<file path="src/rtl/call_stack_pkg.sv">
// Shared constants and occupancy-state type for the return-address stack.
package call_stack_pkg;

  localparam int unsigned DefaultAw    = 16;
  localparam int unsigned DefaultDepth = 16;
  localparam int unsigned DefaultPtrW  = $clog2(DefaultDepth);

  typedef enum logic [1:0] {
    OccEmpty,
    OccPartial,
    OccFull
  } occ_e;

endpackage

</file>
<file path="src/rtl/call_stack_mem.sv">
// DEPTH x AW register file: one synchronous write port, one asynchronous read port.
module call_stack_mem #(
  parameter int unsigned AW    = 16,
  parameter int unsigned DEPTH = 16
) (
  input  logic                     clk_i,
  input  logic                     we_i,
  input  logic [$clog2(DEPTH)-1:0] waddr_i,
  input  logic [AW-1:0]            wdata_i,
  input  logic [$clog2(DEPTH)-1:0] raddr_i,
  output logic [AW-1:0]            rdata_o
);

  logic [AW-1:0] mem_q [DEPTH];

  always_ff @(posedge clk_i) begin
    if (we_i) begin
      mem_q[waddr_i] <= wdata_i;
    end
  end

  assign rdata_o = mem_q[raddr_i];

endmodule

</file>
<file path="src/rtl/call_stack.sv">
// Return-address stack feeding the PC stack-pop load path.
// Define CALL_STACK_WRAP_EN to overwrite the oldest entry on push-while-full.
module call_stack
  import call_stack_pkg::*;
#(
  parameter int unsigned AW    = DefaultAw,
  parameter int unsigned DEPTH = DefaultDepth
) (
  input  logic                     clk_i,
  input  logic                     rst,
  input  logic                     call_i,
  input  logic                     ret_i,
  input  logic [AW-1:0]            pc_i,
  input  logic                     clr_err_i,
  output logic [AW-1:0]            ret_addr_o,
  output logic                     pop_valid_o,
  output logic [$clog2(DEPTH):0]   count_o,
  output logic                     empty_o,
  output logic                     full_o,
  output logic                     ovf_o,
  output logic                     unf_o
);

  localparam int unsigned PtrW = $clog2(DEPTH);
  localparam int unsigned CntW = PtrW + 1;
  localparam logic [CntW-1:0] CntFull = CntW'(DEPTH);

  logic [PtrW-1:0] sp_q, sp_d, sp_dec, wr_addr;
  logic [CntW-1:0] count_q, count_d;
  logic [AW-1:0]   ret_addr_q, ret_addr_d, push_val, top_val;
  logic            pop_valid_q, pop_valid_d;
  logic            ovf_q, ovf_d, unf_q, unf_d;
  logic            we;
  logic            is_empty, is_full;
  occ_e            occ_q, occ_d;

  assign is_empty = (occ_q == OccEmpty);
  assign is_full  = (occ_q == OccFull);
  assign push_val = pc_i + AW'(1);
  assign sp_dec   = sp_q - PtrW'(1);

  call_stack_mem #(
    .AW    (AW),
    .DEPTH (DEPTH)
  ) u_mem (
    .clk_i   (clk_i),
    .we_i    (we),
    .waddr_i (wr_addr),
    .wdata_i (push_val),
    .raddr_i (sp_dec),
    .rdata_o (top_val)
  );

  always_comb begin
    sp_d        = sp_q;
    count_d     = count_q;
    ret_addr_d  = ret_addr_q;
    pop_valid_d = 1'b0;
    // An error event in the same cycle as clr_err wins over the clear.
    ovf_d       = ovf_q & ~clr_err_i;
    unf_d       = unf_q & ~clr_err_i;
    we          = 1'b0;
    wr_addr     = sp_q;

    case ({call_i, ret_i})
      2'b10: begin
        if (!is_full) begin
          we      = 1'b1;
          sp_d    = sp_q + PtrW'(1);
          count_d = count_q + CntW'(1);
        end else begin
          ovf_d = 1'b1;
`ifdef CALL_STACK_WRAP_EN
          // When full, sp points at the oldest slot, so this overwrites it.
          we   = 1'b1;
          sp_d = sp_q + PtrW'(1);
`endif
        end
      end
      2'b01: begin
        if (!is_empty) begin
          ret_addr_d  = top_val;
          pop_valid_d = 1'b1;
          sp_d        = sp_dec;
          count_d     = count_q - CntW'(1);
        end else begin
          unf_d = 1'b1;
        end
      end
      2'b11: begin
        if (!is_empty) begin
          // Tail call: hand back the old top and replace it in place.
          ret_addr_d  = top_val;
          pop_valid_d = 1'b1;
          we          = 1'b1;
          wr_addr     = sp_dec;
        end else begin
          unf_d   = 1'b1;
          we      = 1'b1;
          sp_d    = sp_q + PtrW'(1);
          count_d = count_q + CntW'(1);
        end
      end
      default: ;
    endcase

    if (count_d == '0) begin
      occ_d = OccEmpty;
    end else if (count_d == CntFull) begin
      occ_d = OccFull;
    end else begin
      occ_d = OccPartial;
    end
  end

  always_ff @(posedge clk_i or negedge rst) begin
    if (!rst) begin
      occ_q       <= OccEmpty;
      sp_q        <= '0;
      count_q     <= '0;
      ret_addr_q  <= '0;
      pop_valid_q <= 1'b0;
      ovf_q       <= 1'b0;
      unf_q       <= 1'b0;
    end else begin
      occ_q       <= occ_d;
      sp_q        <= sp_d;
      count_q     <= count_d;
      ret_addr_q  <= ret_addr_d;
      pop_valid_q <= pop_valid_d;
      ovf_q       <= ovf_d;
      unf_q       <= unf_d;
    end
  end

  assign ret_addr_o  = ret_addr_q;
  assign pop_valid_o = pop_valid_q;
  assign count_o     = count_q;
  assign empty_o     = is_empty;
  assign full_o      = is_full;
  assign ovf_o       = ovf_q;
  assign unf_o       = unf_q;

endmodule
</file>
<file path="config.mk">
export PLATFORM = sky130hd
export DESIGN_NAME = call_stack
export DESIGN_NICKNAME = d
export VERILOG_FILES = /design/src/rtl/call_stack_pkg.sv /design/src/rtl/call_stack_mem.sv /design/src/rtl/call_stack.sv
export SDC_FILE = /design/constraint.sdc
export NUM_CORES = 1
export LEC_CHECK = 0
export BUFFER_PORTS_ARGS = -buffer_cell sky130_fd_sc_hd__buf_2
export CORE_MARGIN = 5
export CORE_UTILIZATION = 47
export DETAILED_ROUTE_END_ITERATION = 10
export GPL_TIMING_DRIVEN = 0
export SETUP_SLACK_MARGIN = 0.15
export SLEW_MARGIN = 15
export SYNTH_ARGS = -nofsm -noshare
export SYNTH_HDL_FRONTEND = slang
export SYNTH_HIERARCHICAL = 1
export SYNTH_SLANG_ARGS = --single-unit
export TNS_END_PERCENT = 50
</file>
<file path="constraint.sdc">
create_clock -name clk_i -period 4.8 [get_ports clk_i]
set_clock_uncertainty 0.05 [all_clocks]
set_input_delay 0.72 -clock clk_i [delete_from_list [all_inputs] [get_ports clk_i]]
set_output_delay 0.72 -clock clk_i [all_outputs]
set_load 0.1 [all_outputs]
</file>
# Yosys cells after proc, flatten, opt, wreduce, memory -nomap -nowiden
# Memory sizes are Yosys's and may differ from the RTL's. A register that Yosys moved wholly into a read port is not among the register bits.
# Cells that the tools add are included.
[classes]
add_sub_neg = 5
n_eq_ne = 7
mux = 21
bitwise = 4
n_reduce_logical = 7
[op_table]
columns = ["operator", "count"]
rows = [
  ["16-bit by 1-bit adder with 16-bit output (second input constant)", 1],
  ["4-bit two-way mux", 4],
  ["5-bit two-way mux", 3],
  ["5-bit one-hot mux with 3 select lines", 1],
  ["4-bit one-hot mux with 3 select lines", 1],
  ["1-bit two-way mux", 9],
  ["2-bit equality test (second input constant)", 3],
  ["5-bit by 1-bit adder with 5-bit output (second input constant)", 1],
  ["5-bit equality test (second input constant)", 1],
  ["5-bit logical NOT", 1],
  ["5-bit by 1-bit subtractor with 5-bit output (second input constant)", 1],
  ["4-bit by 1-bit adder with 4-bit output (second input constant)", 1],
  ["2-bit two-way mux", 2],
  ["2-bit inequality test (second input constant)", 2],
  ["4-bit by 1-bit subtractor with 4-bit output (second input constant)", 1],
  ["3-bit AND reduction", 1],
  ["3-bit nonzero test", 1],
  ["1-bit AND", 2],
  ["2-bit by 1-bit equality test with 1-bit output (second input constant)", 1],
  ["2-bit logical NOT", 1],
  ["1-bit NOT", 2],
  ["1-bit one-hot mux with 2 select lines", 1],
  ["2-bit AND reduction", 1],
  ["2-bit OR reduction", 1],
  ["1-bit logical NOT", 1],
]
[word_totals]
reg_bits = 14
mem_bits_rw = 256
in_bits = 21
out_inout_bits = 26
wordCells = 51
memories = 1
[memory_table]
columns = ["memory", "words", "width", "rd", "rd_ports_with_merged_regs", "write_ports", "line_no", "rtl"]
rows = [
  ["u_mem.mem_q", 16, 16, 1, 1, 1, "call_stack_mem.sv:14", "logic [AW-1:0] mem_q [DEPTH];"],
]

# Depth between registers and ports, before layout
# Gate-level depths: netlist of run 1.
[logic_depth]
depth_word = 6
mapped_depth = 11
depth_no_buf = 8

# Hierarchy
# Netlist of run 1, hierarchy kept.
[by_module_without_submodules]
columns = ["module", "n_inst", "cells_each", "area_per_inst_um2", "seq_area_each_um2"]
rows = [
  ["call_stack_mem", 1, 416, 9723.1, 7687.4],
  ["call_stack", 1, 226, 1905.6, 750.7],
]

# Worst setup path after synthesis of run 1
# No wires, ideal clock.
[synth_path]
path_type = "input-to-reg"
startpoint = "input port call_i"
endpoint = "memory u_mem.mem_q[0][0], enable pin"
setup_ps = 409
arrival_time_ps = 3238
required_ps = 4341
setup_slack_ps = 1102
path_stages = 7
n_path_buf = 2
path_cell_list = "clkbuf_1 -> clkbuf_1 -> nand2_1 -> nor2_1 -> xor2_1 -> or3b_2 -> nor3_1"
[synth_via]
word_cells_on_any_way = 6
classes_between = "eq/ne: 2; mux: 4"
[synth_lines]
columns = ["item", "line_no", "rtl"]
rows = [
  ["start, declared", "call_stack.sv:11", "input logic call_i,"],
  ["2-bit equality test", "call_stack.sv:65", "case ({call_i, ret_i})"],
  ["4-bit two-way mux", "call_stack.sv:65", ""],
  ["named net wr_addr[3]", "call_stack.sv:28", "logic [PtrW-1:0] sp_q, sp_d, sp_dec, wr_addr;"],
  ["end, declared", "call_stack_mem.sv:14", ""],
]
# The timed path passes the listed nets, and every way through them passes these cells.

# Final worst setup path of run 1
[layout_path]
startpoint = "register occ_q[1]"
endpoint = "memory u_mem.mem_q[3][12], enable pin"
[layout_via]
word_cells_on_any_way = 8
classes_between = "eq/ne: 1; mux: 6; reduce/logical: 1"
[layout_lines]
columns = ["item", "line_no", "rtl"]
rows = [
  ["start, declared", "call_stack.sv:35", "occ_e occ_q, occ_d;"],
  ["start signal, assigned", "call_stack.sv:118", "occ_q <= OccEmpty;"],
  ["2-bit logical NOT", "call_stack.sv:37", "assign is_empty = (occ_q == OccEmpty);"],
  ["4-bit two-way mux", "--", ""],
  ["4-bit two-way mux", "call_stack.sv:65", ""],
  ["named net wr_addr[1]", "call_stack.sv:28", ""],
]
# The timed path passes the listed nets, and every way through them passes these cells.

==> run_results.csv, run 1 <==
group,metric,value,unit
run_status,status,"completed",
sta,slew_viol_final,0,
floorplan,dieWidth,167.3,um
power,p_leak,4.781,nW
worst_setup_path,worstPathRequired,5000,ps
worst_setup_path,critical_path_peak_fanout,10,
global_route,grt.overflow.total,0,
global_route,grt_use_total,0.1856,
placed_design,dp_cells,1031,
clock_tree,htree_levels,1,
layout,layout_commonest_cell,"edfxtp_1",
placed_design,pre_cts_slack,545.8,ps
floorplan,initial_core_util,0.4782,
worst_setup_path,path_class,"register to register",
power,powerDensity,702.4,nW/um^2
sta,finalSetupViolations,0,
drt,initialDrtViolationCount,663,
power,swShare,0.3781,
synthesis,yosysWarnings,6,
sta,timing.fmax,248.8,MHz
sta,finalCritPeriodShare,0.8375,
power,pwr-share-clk,0.251,
sta,worst_slew_pin_slew,1161,ps
drt,drc,0,
clock_tree,clk_pin_slew,60,ps
global_route,grt_pass1_vias,6487,
floorplan,die_y,167.3,um
synthesis,syn_area,11630,um^2
sta,worst_slack,780.0,ps
floorplan,die-area,27990,um^2
layout,layout.cells.non_filler,1082,
drt,wl_per_cell,23.68,um
sta,rsz0062_at_grt,"false",
drt,avgViaCountPerCell,5.787,
sta,hold_viol_final,0,
clock_tree,post_cts_buffers,0,
clock_tree,clkSinkCount,286,
clock_tree,numCtsBuffers,30,
drt,num_vias,6262,
floorplan,core,24320,um^2
clock_tree,cts_resized,0,
layout,fin_util,0.5606,
synthesis,async_flop_share,0.1049,
placed_design,port_buffers,46,
floorplan,num_rows,57,
drt,dr.pass1.iters,5,
global_route,antenna_found_initial,0,
placed_design,place_congestion,0.8407,
worst_setup_path,reg2reg_depth,11,
worst_setup_path,end_kind,"register",
layout,final_cell_mix,"edfxtp_1, nand2_1, mux4_2",
worst_setup_path,worst_ep_arrival_time,4220,ps
clock_tree,clockRootBuffer,"clkbuf_16",
layout,drive_above_1_share,0.2718,
worst_setup_path,r2r-end,"u_mem/mem_q[3][12]",
sta,hold_ws,177.4,ps
synthesis,synth_top_flop_cell,"edfxtp_1",
placed_design,hpwl,17590,um
worst_setup_path,start_kind,"register",
layout,syn2layout_area_growth,17.24,%
layout,layout.nets,765,
drt,postRouteAntennaNets,0,
run,max-cap-violations,0,
floorplan,boundaryPins,47,
clock_tree,clk_path_buf_depth,3,
synthesis,synth_seq_area_share,0.7256,
layout,n_antenna_cell,0,
power,p_int,0.005955,W
worst_setup_path,r2r_slack,780,ps
power,p_switching,0.003620,W
synthesis,syn-num-nets,668,
worst_setup_path,worstReg2RegStart,"occ_q[1]",
synthesis,ys_seq_elements,286,
global_route,grt_max_degree,31,
synthesis,syn_area_per_cell,18.11,um^2
sta,fin_crit,4020,ps
drt,drt-total-wl,25620,um
power,seqPwrFrac,0.341,
clock_tree,cts_tree,"done",
global_route,grt_pass1_wl,39490,um
clock_tree,ctsHoldBuffers,0,
synthesis,synth_edf_count,256,
power,power,0.009575,W
hold_path,hold_path.class,"primary input to async pin",
power,p_comb_frac,0.408,
synthesis,synthesis.instances,642,
sta,timing.slew.headroom,0.2206,
synthesis,synthDistinctLibCells,51,
power,peakVddDrop,380.0,uV
clock_tree,clock_latency,550,ps
-- layout make-up --
class	count	area, um^2
Sequential cell	286	8438
Clock buffer	35	800.8
Clock inverter	16	236.5
Fill cell	1849	10690
Timing Repair Buffer	65	451.7
Inverter	13	51.30
Buffer	31	176.4
Tap cell	324	405.4
Multi-Input combinational cell	312	3073
-- worst max-delay path by stage --
stage / startpoint / endpoint / depth (start not counted)
3_3_place_gp: ret_i / u_mem/mem_q[0][10] / 9
3_5_place_dp: ret_i / u_mem/mem_q[3][9] / 9
2_1_floorplan: call_i / u_mem/mem_q[0][0] / 7
5_1_grt: occ_q[1] / u_mem/mem_q[3][12] / 11
6_report: occ_q[1] / u_mem/mem_q[3][12] / 11
4_1_cts: occ_q[1] / u_mem/mem_q[3][12] / 11
-- cell families after synthesis --
| group | after synthesis | share of synthesized area |
|---|---|---|
| AO/OA/AOI/OAI | 61 | 0.03787 |
| adder cells (fa/ha/maj) | 5 | 0.005380 |
| AND/OR/NAND/NOR | 154 | 0.06198 |
| XOR/XNOR | 26 | 0.01958 |
| flip-flops | 286 | 0.7256 |
| multiplexers | 66 | 0.1300 |
| buffers and inverters | 44 | 0.01958 |
-- flip-flops by register name, summed over array words and instances, names as in the netlist --
register     cells
unf_o            1
occ_q            2
u_mem/mem_q    256
ret_addr_o      16
sp_q             4
count_o          5
ovf_o            1
pop_valid_o      1
-- Yosys cell counts, types with 6 or more instances --
cell type | number | area [um^2]
a21oi_1 | 7 | 35.03
a22oi_1 | 32 | 240.2
buf_6 | 6 | 67.56
clkbuf_1 | 16 | 60.06
dfrtp_1 | 30 | 750.7
edfxtp_1 | 256 | 7687
inv_1 | 12 | 45.04
mux4_1 | 10 | 262.8
mux4_2 | 54 | 1216
nand2_1 | 79 | 296.5
nand3_1 | 10 | 50.05
nor2_1 | 24 | 90.09
nor3_1 | 7 | 35.03
o21ai_0 | 6 | 30.03
xnor2_1 | 17 | 148.9
xor2_1 | 9 | 78.83
-- per-stage QoR --
step	area, um^2	TNS, ps
finish	13630	0
global route	13630	0
CTS	13570	0
detailed placement	12540	0
global placement	12260	-24160
floorplan	11630	0
-- power by group through the flow --
stage	sequential, W	clock [W]	combinational, W
finish	0.00327	0.00241	0.00390
global route	0.00330	0.00257	0.00416
CTS	0.00327	0.00246	0.00392
detailed placement	0.00332	0	0.00390
global placement	0.00331	0	0.00374
floorplan	0.00392	0	0.00215
-- worst max-delay path, stage by stage, from the launching register on --
cell,delay (ps)
dfrtp_1,350
buf_6,130
or2_1,110
buf_6,140
nand2_8,90
inv_4,80
clkbuf_1,460
nand2_1,210
o21ai_0,850
nand2_1,370
nor2_2,620
buf_6,240
-- layer usage --
layer,track usage,share of wire,vias up
li1,-,-,2739
met1,0.2624,0.42,3255
met2,0.3121,0.50,227
met3,0.02522,0.062,41
met4,0.04164,0.022,0
met5,0,0,-
Power figures use the tool's default switching activity.
==> run 2: changes to the inputs <==
- clock period: 4.8 -> 4.2 ns (I/O delays scaled with it)
==> run 2 against run 1 <==
Via count barely moved. Critical path type unchanged. Non-clock buffer count did not move. Final area about the same.
==> run_results.csv, run 2 (synthesized netlist as in run 1, its figures left out) <==
group,metric,value,unit
worst_setup_path,cpMostUsedCell,"buf_6",
power,p_int,0.006810,W
placed_design,place_congestion,0.8407,
power,peakVddDrop,434.5,uV
drt,num_vias,6265,
global_route,grt_max_degree,31,
power,swShare,0.3775,
clock_tree,clkSinkCount,286,
clock_tree,numCtsBuffers,30,
layout,seq_area,8438,um^2
drt,dr.pass1.iters,5,
sta,timing.slew.headroom,0.2242,
sta,finalSetupViolations,0,
layout,largest_register_ffs,256,
worst_setup_path,slowest_delay,560,ps
worst_setup_path,cp.depth,13,
power,p_leak,4.787,nW
floorplan,core,24320,um^2
global_route,grt_pass1_vias,6487,
layout,drive_above_1_share,0.2731,
floorplan,die_y,167.3,um
drt,initialDrtViolationCount,622,
layout,layout.nets,765,
floorplan,die-area,27990,um^2
run_status,status,"completed",
drt,drt-total-wl,25650,um
drt,postRouteAntennaNets,0,
layout,n_antenna_cell,0,
sta,worst_slew_pin_slew,1155,ps
power,seqPwrFrac,0.341,
placed_design,port_buffers,46,
drt,drc,0,
power,pwr-share-clk,0.251,
floorplan,num_rows,57,
floorplan,initial_core_util,0.4782,
worst_setup_path,reg2reg_depth,13,
power,p_switching,0.004129,W
worst_setup_path,path_delay_family,"simple AND/OR/NAND/NOR gates",
drt,avgViaCountPerCell,5.790,
sta,hold_viol_final,0,
drt,wl_per_cell,23.71,um
placed_design,hpwl,17590,um
clock_tree,htree_levels,1,
clock_tree,post_cts_buffers,0,
placed_design,dpl_cell_area,12540,um^2
clock_tree,cts_tree,"done",
layout,final_cell_mix,"edfxtp_1, nand2_1, mux4_2",
worst_setup_path,worstPathRequired,4400,ps
sta,slew_viol_final,0,
worst_setup_path,critPathBufInv,6,
global_route,grt_use_total,0.1856,
global_route,antenna_found_initial,0,
clock_tree,clk_path_buf_depth,3,
clock_tree,clock_latency,550,ps
worst_setup_path,worst_ep_arrival_time,3960,ps
sta,fin_crit,3762,ps
power,powerDensity,801.9,nW/um^2
layout,multi_input_area,3080,um^2
sta,worst_slack,437.9,ps
worst_setup_path,end_kind,"register",
placed_design,pre_cts_slack,35.77,ps
worst_setup_path,path_class,"register to register",
power,p_comb_frac,0.408,
worst_setup_path,crit_slowest_cell,"or3b_2",
worst_setup_path,worstPathCellList,"buf_6 -> or2_1 -> buf_6 -> nand2_8 -> inv_4 -> clkbuf_1 -> nand2_1 -> nor2_1 -> xor2_1 -> or3b_2 -> nor3_2 -> buf_6 -> buf_6",
run,max-cap-violations,0,
global_route,grt_pass1_wl,39490,um
power,power,0.01094,W
clock_tree,clk_pin_slew,60,ps
layout,regMostFlops,"u_mem/mem_q",
layout,nFillCells,1849,
sta,finalCritPeriodShare,0.8957,
worst_setup_path,start_kind,"register",
global_route,grt.overflow.total,0,
layout,syn2layout_area_growth,17.30,%
layout,fin_util,0.5609,
worst_setup_path,critical_path_peak_fanout,10,
clock_tree,clockRootBuffer,"clkbuf_16",
hold_path,hold_path.class,"primary input to async pin",
floorplan,dieWidth,167.3,um
layout,layout_commonest_cell,"edfxtp_1",
layout,design_area,13640,um^2
sta,timing.fmax,265.8,MHz
floorplan,boundaryPins,47,
sta,rsz0062_at_grt,"false",
run 2: cell counts in the layout (fill, tap and decap cells not counted):
No cell type changed its count.
run 2: power groups by stage:
stage                     clock network, W  registers, W  logic, W
after floorplan                          0       0.00448   0.00246
after global placement                   0       0.00378   0.00427
after detailed placement                 0       0.00379   0.00446
after CTS                          0.00281       0.00374   0.00448
after global routing               0.00294       0.00377   0.00476
final                              0.00275       0.00373   0.00446
run 2: repair_timing:
action | 4_1_cts | 5_1_grt
setup endpoints to repair | 14 | 14
hold buffers | 0 | 0
resized for setup | 1 | 1
gates cloned | 0 | 0
run 2: worst paths after layout:
path | from | endpoint | slack, ps
worst max-delay path | occ_q[1] | u_mem/mem_q[0][9] | 440
worst min-delay path | rst | count_o[3] | 90
worst max register to register | occ_q[1] | u_mem/mem_q[0][9] | 440
worst min register to register | ret_addr_o[11] | ret_addr_o[11] | 420
max in group asynchronous | rst | ret_addr_o[12] | 3550
min in group clk_i | clr_err_i | unf_o | 220
run 2: metrics by stage:
stage,cells,setup TNS [ps],hold WS (ps)
after floorplan,642,0,284.4
after global placement,1012,-94030,406.7
after detailed placement,1031,0,411.8
after CTS,1082,0,85.18
after global routing,1082,0,135.8
final,1082,0,86.48
run 2: final cells by class:
cell class | instances | share of cell area
plain buffers | 31 | 0.01293
clock inverters | 16 | 0.01734
clock buffers | 35 | 0.05870
well taps | 324 | 0.02972
multi-input cells | 312 | 0.2258
repair buffers | 65 | 0.03311
flip-flops and latches | 286 | 0.6186
inverters | 13 | 0.003761
run 2: routing by layer:
layer | wire length (um) | share of wire | vias to the layer above | track usage
li1 | - | - | 2739 | -
met1 | 10850 | 0.42 | 3267 | 0.2624
met2 | 12740 | 0.50 | 218 | 0.3121
met3 | 1510 | 0.059 | 41 | 0.02522
met4 | 551 | 0.021 | 0 | 0.04164
met5 | 0 | 0 | - | 0
==> run 3: changes to the inputs <==
- CORE_ASPECT_RATIO: not set -> 0.7
==> run 3 against run 2 <==
Sequential share of layout area increased by 0.85 points. Die area increased by 0.18%. First-iteration DRC count increased by 5.1%. Hold slack improved by 76 ps. Global-route usage grew 1.4 points. Core utilization decreased by 1.2 points. Combinational power rose by 2%. Clock power is 12% lower. Worst setup slack better by 240 ps. Power down 2.1%. Register-to-register slack better by 240 ps. Highest routed layer unchanged. Critical path type unchanged. Largest power group unchanged. Fmax grew 6.9%.
==> run_results.csv, run 3 (synthesized netlist as in run 1, its figures left out) <==
group,metric,value,unit
worst_setup_path,start_kind,"register",
floorplan,num_rows,48,
layout,design_area,13460,um^2
floorplan,initial_core_util,0.4746,
sta,timing.slew.headroom,0.2737,
drt,initialDrtViolationCount,654,
hold_path,hold_path.class,"primary input to async pin",
worst_setup_path,r2r-end,"u_mem/mem_q[7][12]",
placed_design,port_buffers,46,
placed_design,dpl_cell_area,12510,um^2
floorplan,core,24500,um^2
drt,wl_per_cell,25.62,um
layout,largest_register_ffs,256,
global_route,grt_use_total,0.2000,
drt,drt-total-wl,27540,um
layout,layout_commonest_cell,"edfxtp_1",
power,pwr-share-clk,0.227,
power,seqPwrFrac,0.349,
power,power,0.01071,W
sta,hold_ws,162.4,ps
power,p_switching,0.004160,W
clock_tree,post_cts_buffers,0,
layout,drive_above_1_share,0.2573,
layout,regMostFlops,"u_mem/mem_q",
global_route,grt_max_degree,31,
floorplan,boundaryPins,47,
sta,fin_crit,3518,ps
layout,layout.nets,756,
layout,nFillCells,1920,
layout,n_antenna_cell,0,
worst_setup_path,worstReg2RegStart,"occ_q[0]",
clock_tree,clk_path_buf_depth,3,
placed_design,place_congestion,0.8146,
clock_tree,clock_latency,520,ps
run_status,status,"completed",
sta,worst_slew_pin_slew,1082,ps
worst_setup_path,r2r_slack,680,ps
layout,syn2layout_area_growth,15.71,%
sta,timing.fmax,284.3,MHz
worst_setup_path,critical_path_peak_fanout,12,
drt,drc,0,
layout,final_cell_mix,"edfxtp_1, nand2_1, mux4_2",
power,p_int,0.006546,W
power,swShare,0.3886,
run,max-cap-violations,0,
floorplan,die_y,141.6,um
worst_setup_path,reg2reg_depth,9,
power,p_comb_frac,0.424,
placed_design,pre_cts_slack,-73.75,ps
sta,slew_viol_final,0,
clock_tree,clk_pin_slew,60,ps
worst_setup_path,worstPathRequired,4370,ps
clock_tree,clockRootBuffer,"clkbuf_16",
global_route,antenna_found_initial,0,
worst_setup_path,worst_ep_arrival_time,3690,ps
sta,finalSetupViolations,0,
sta,worst_slack,682.3,ps
clock_tree,numCtsBuffers,27,
clock_tree,ctsHoldBuffers,0,
clock_tree,cts_tree,"done",
global_route,grt.overflow.total,0,
drt,avgViaCountPerCell,5.865,
global_route,grt_pass1_vias,6291,
sta,finalCritPeriodShare,0.8375,
worst_setup_path,worstPathCellList,"or2_1 -> buf_6 -> nand2_8 -> inv_4 -> nand2_1 -> o21ai_1 -> nand2_1 -> nor2_2 -> buf_8",
power,powerDensity,795.6,nW/um^2
sta,hold_viol_final,0,
clock_tree,clkSinkCount,286,
worst_setup_path,slowest_delay,700,ps
floorplan,die-area,28040,um^2
sta,rsz0062_at_grt,"false",
drt,num_vias,6305,
worst_setup_path,end_kind,"register",
floorplan,dieWidth,198.0,um
power,p_leak,4.670,nW
placed_design,hpwl,18090,um
drt,postRouteAntennaNets,0,
worst_setup_path,path_class,"register to register",
sta,setup_tns,0,ps
worst_setup_path,crit_slowest_cell,"o21ai_1",
power,peakVddDrop,685.4,uV
global_route,grt_pass1_wl,40900,um
worst_setup_path,cpMostUsedCell,"nand2_1",
clock_tree,htree_levels,1,
drt,dr.pass1.iters,5,
==> run 3: changes by cell type in the layout (fill, tap and decap cells not counted), moves of 4 or more <==
| cell | before | now |
|---|---|---|
| clkbuf_1 | 19 | 26 |
| buf_6 | 19 | 11 |
| nor2_2 | 12 | 6 |
| nor2_4 | 0 | 6 |
| clkbuf_16 | 31 | 27 |
| clkbuf_8 | 1 | 5 |
==> run 3: how the worst max path moves through the flow <==
stage / slack [ps] / end / startpoint
floorplan: 540 / u_mem/mem_q[0][0] / occ_q[0]
finish: 680 / u_mem/mem_q[7][12] / occ_q[0]
global placement: -1480 / u_mem/mem_q[8][9] / ret_i
detailed placement: -70 / u_mem/mem_q[7][10] / ret_i
CTS: 160 / u_mem/mem_q[1][11] / occ_q[0]
global route: 500 / u_mem/mem_q[7][11] / occ_q[1]
==> run 3: area by class of cell <==
class / instances / area [um^2] / share of cell area
sequential: 286 / 8438 / 0.6271
multi-input combinational: 312 / 3102 / 0.2305
clock buffer: 43 / 785.8 / 0.05840
tap: 325 / 406.6 / 0.03022
timing repair buffer: 60 / 391.6 / 0.02911
buffer: 30 / 172.7 / 0.01283
clock inverter: 6 / 107.6 / 0.007997
inverter: 13 / 51.30 / 0.003813
==> run 3: routing by layer <==
layer	share of wire	global-route usage	vias up
li1	-	-	2723
met4	0.017	0.03803	0
met1	0.45	0.3099	3316
met5	0	0	-
met3	0.077	0.03774	35
met2	0.45	0.3028	231
==> run 3: power by group through the flow <==
| stage | logic (W) | clock network [W] | registers [W] |
|---|---|---|---|
| floorplan | 0.00246 | 0 | 0.00448 |
| global placement | 0.00433 | 0 | 0.00379 |
| detailed placement | 0.00453 | 0 | 0.00379 |
| CTS | 0.00454 | 0.00249 | 0.00373 |
| global route | 0.00482 | 0.00263 | 0.00377 |
| finish | 0.00454 | 0.00243 | 0.00374 |
==> run 3: metrics by stage <==
| stage | instances | utilization |
|---|---|---|
| 2_1_floorplan | 642 | - |
| 3_3_place_gp | 1013 | 0.5006 |
| 3_5_place_dp | 1027 | 0.5104 |
| 4_1_cts | 1076 | 0.5469 |
| 5_1_grt | 1075 | 0.5491 |
| 6_report | 1075 | 0.5491 |
==> run 3: repair_timing <==
action | in CTS | in global routing
cloned | 0 | 0
resized for setup | 1 | 2
endpoints found under the setup margin | 115 | 200
pin swaps | 0 | 0
==> run 3: critical path: cells and delay by family, from the launching register on <==
kind                   cells  cell delay (ps)
DFF                        1              470
AOI/OAI and AO/OA          1              700
and+or+nand+nor            5             1390
buffers and inverters      3              590
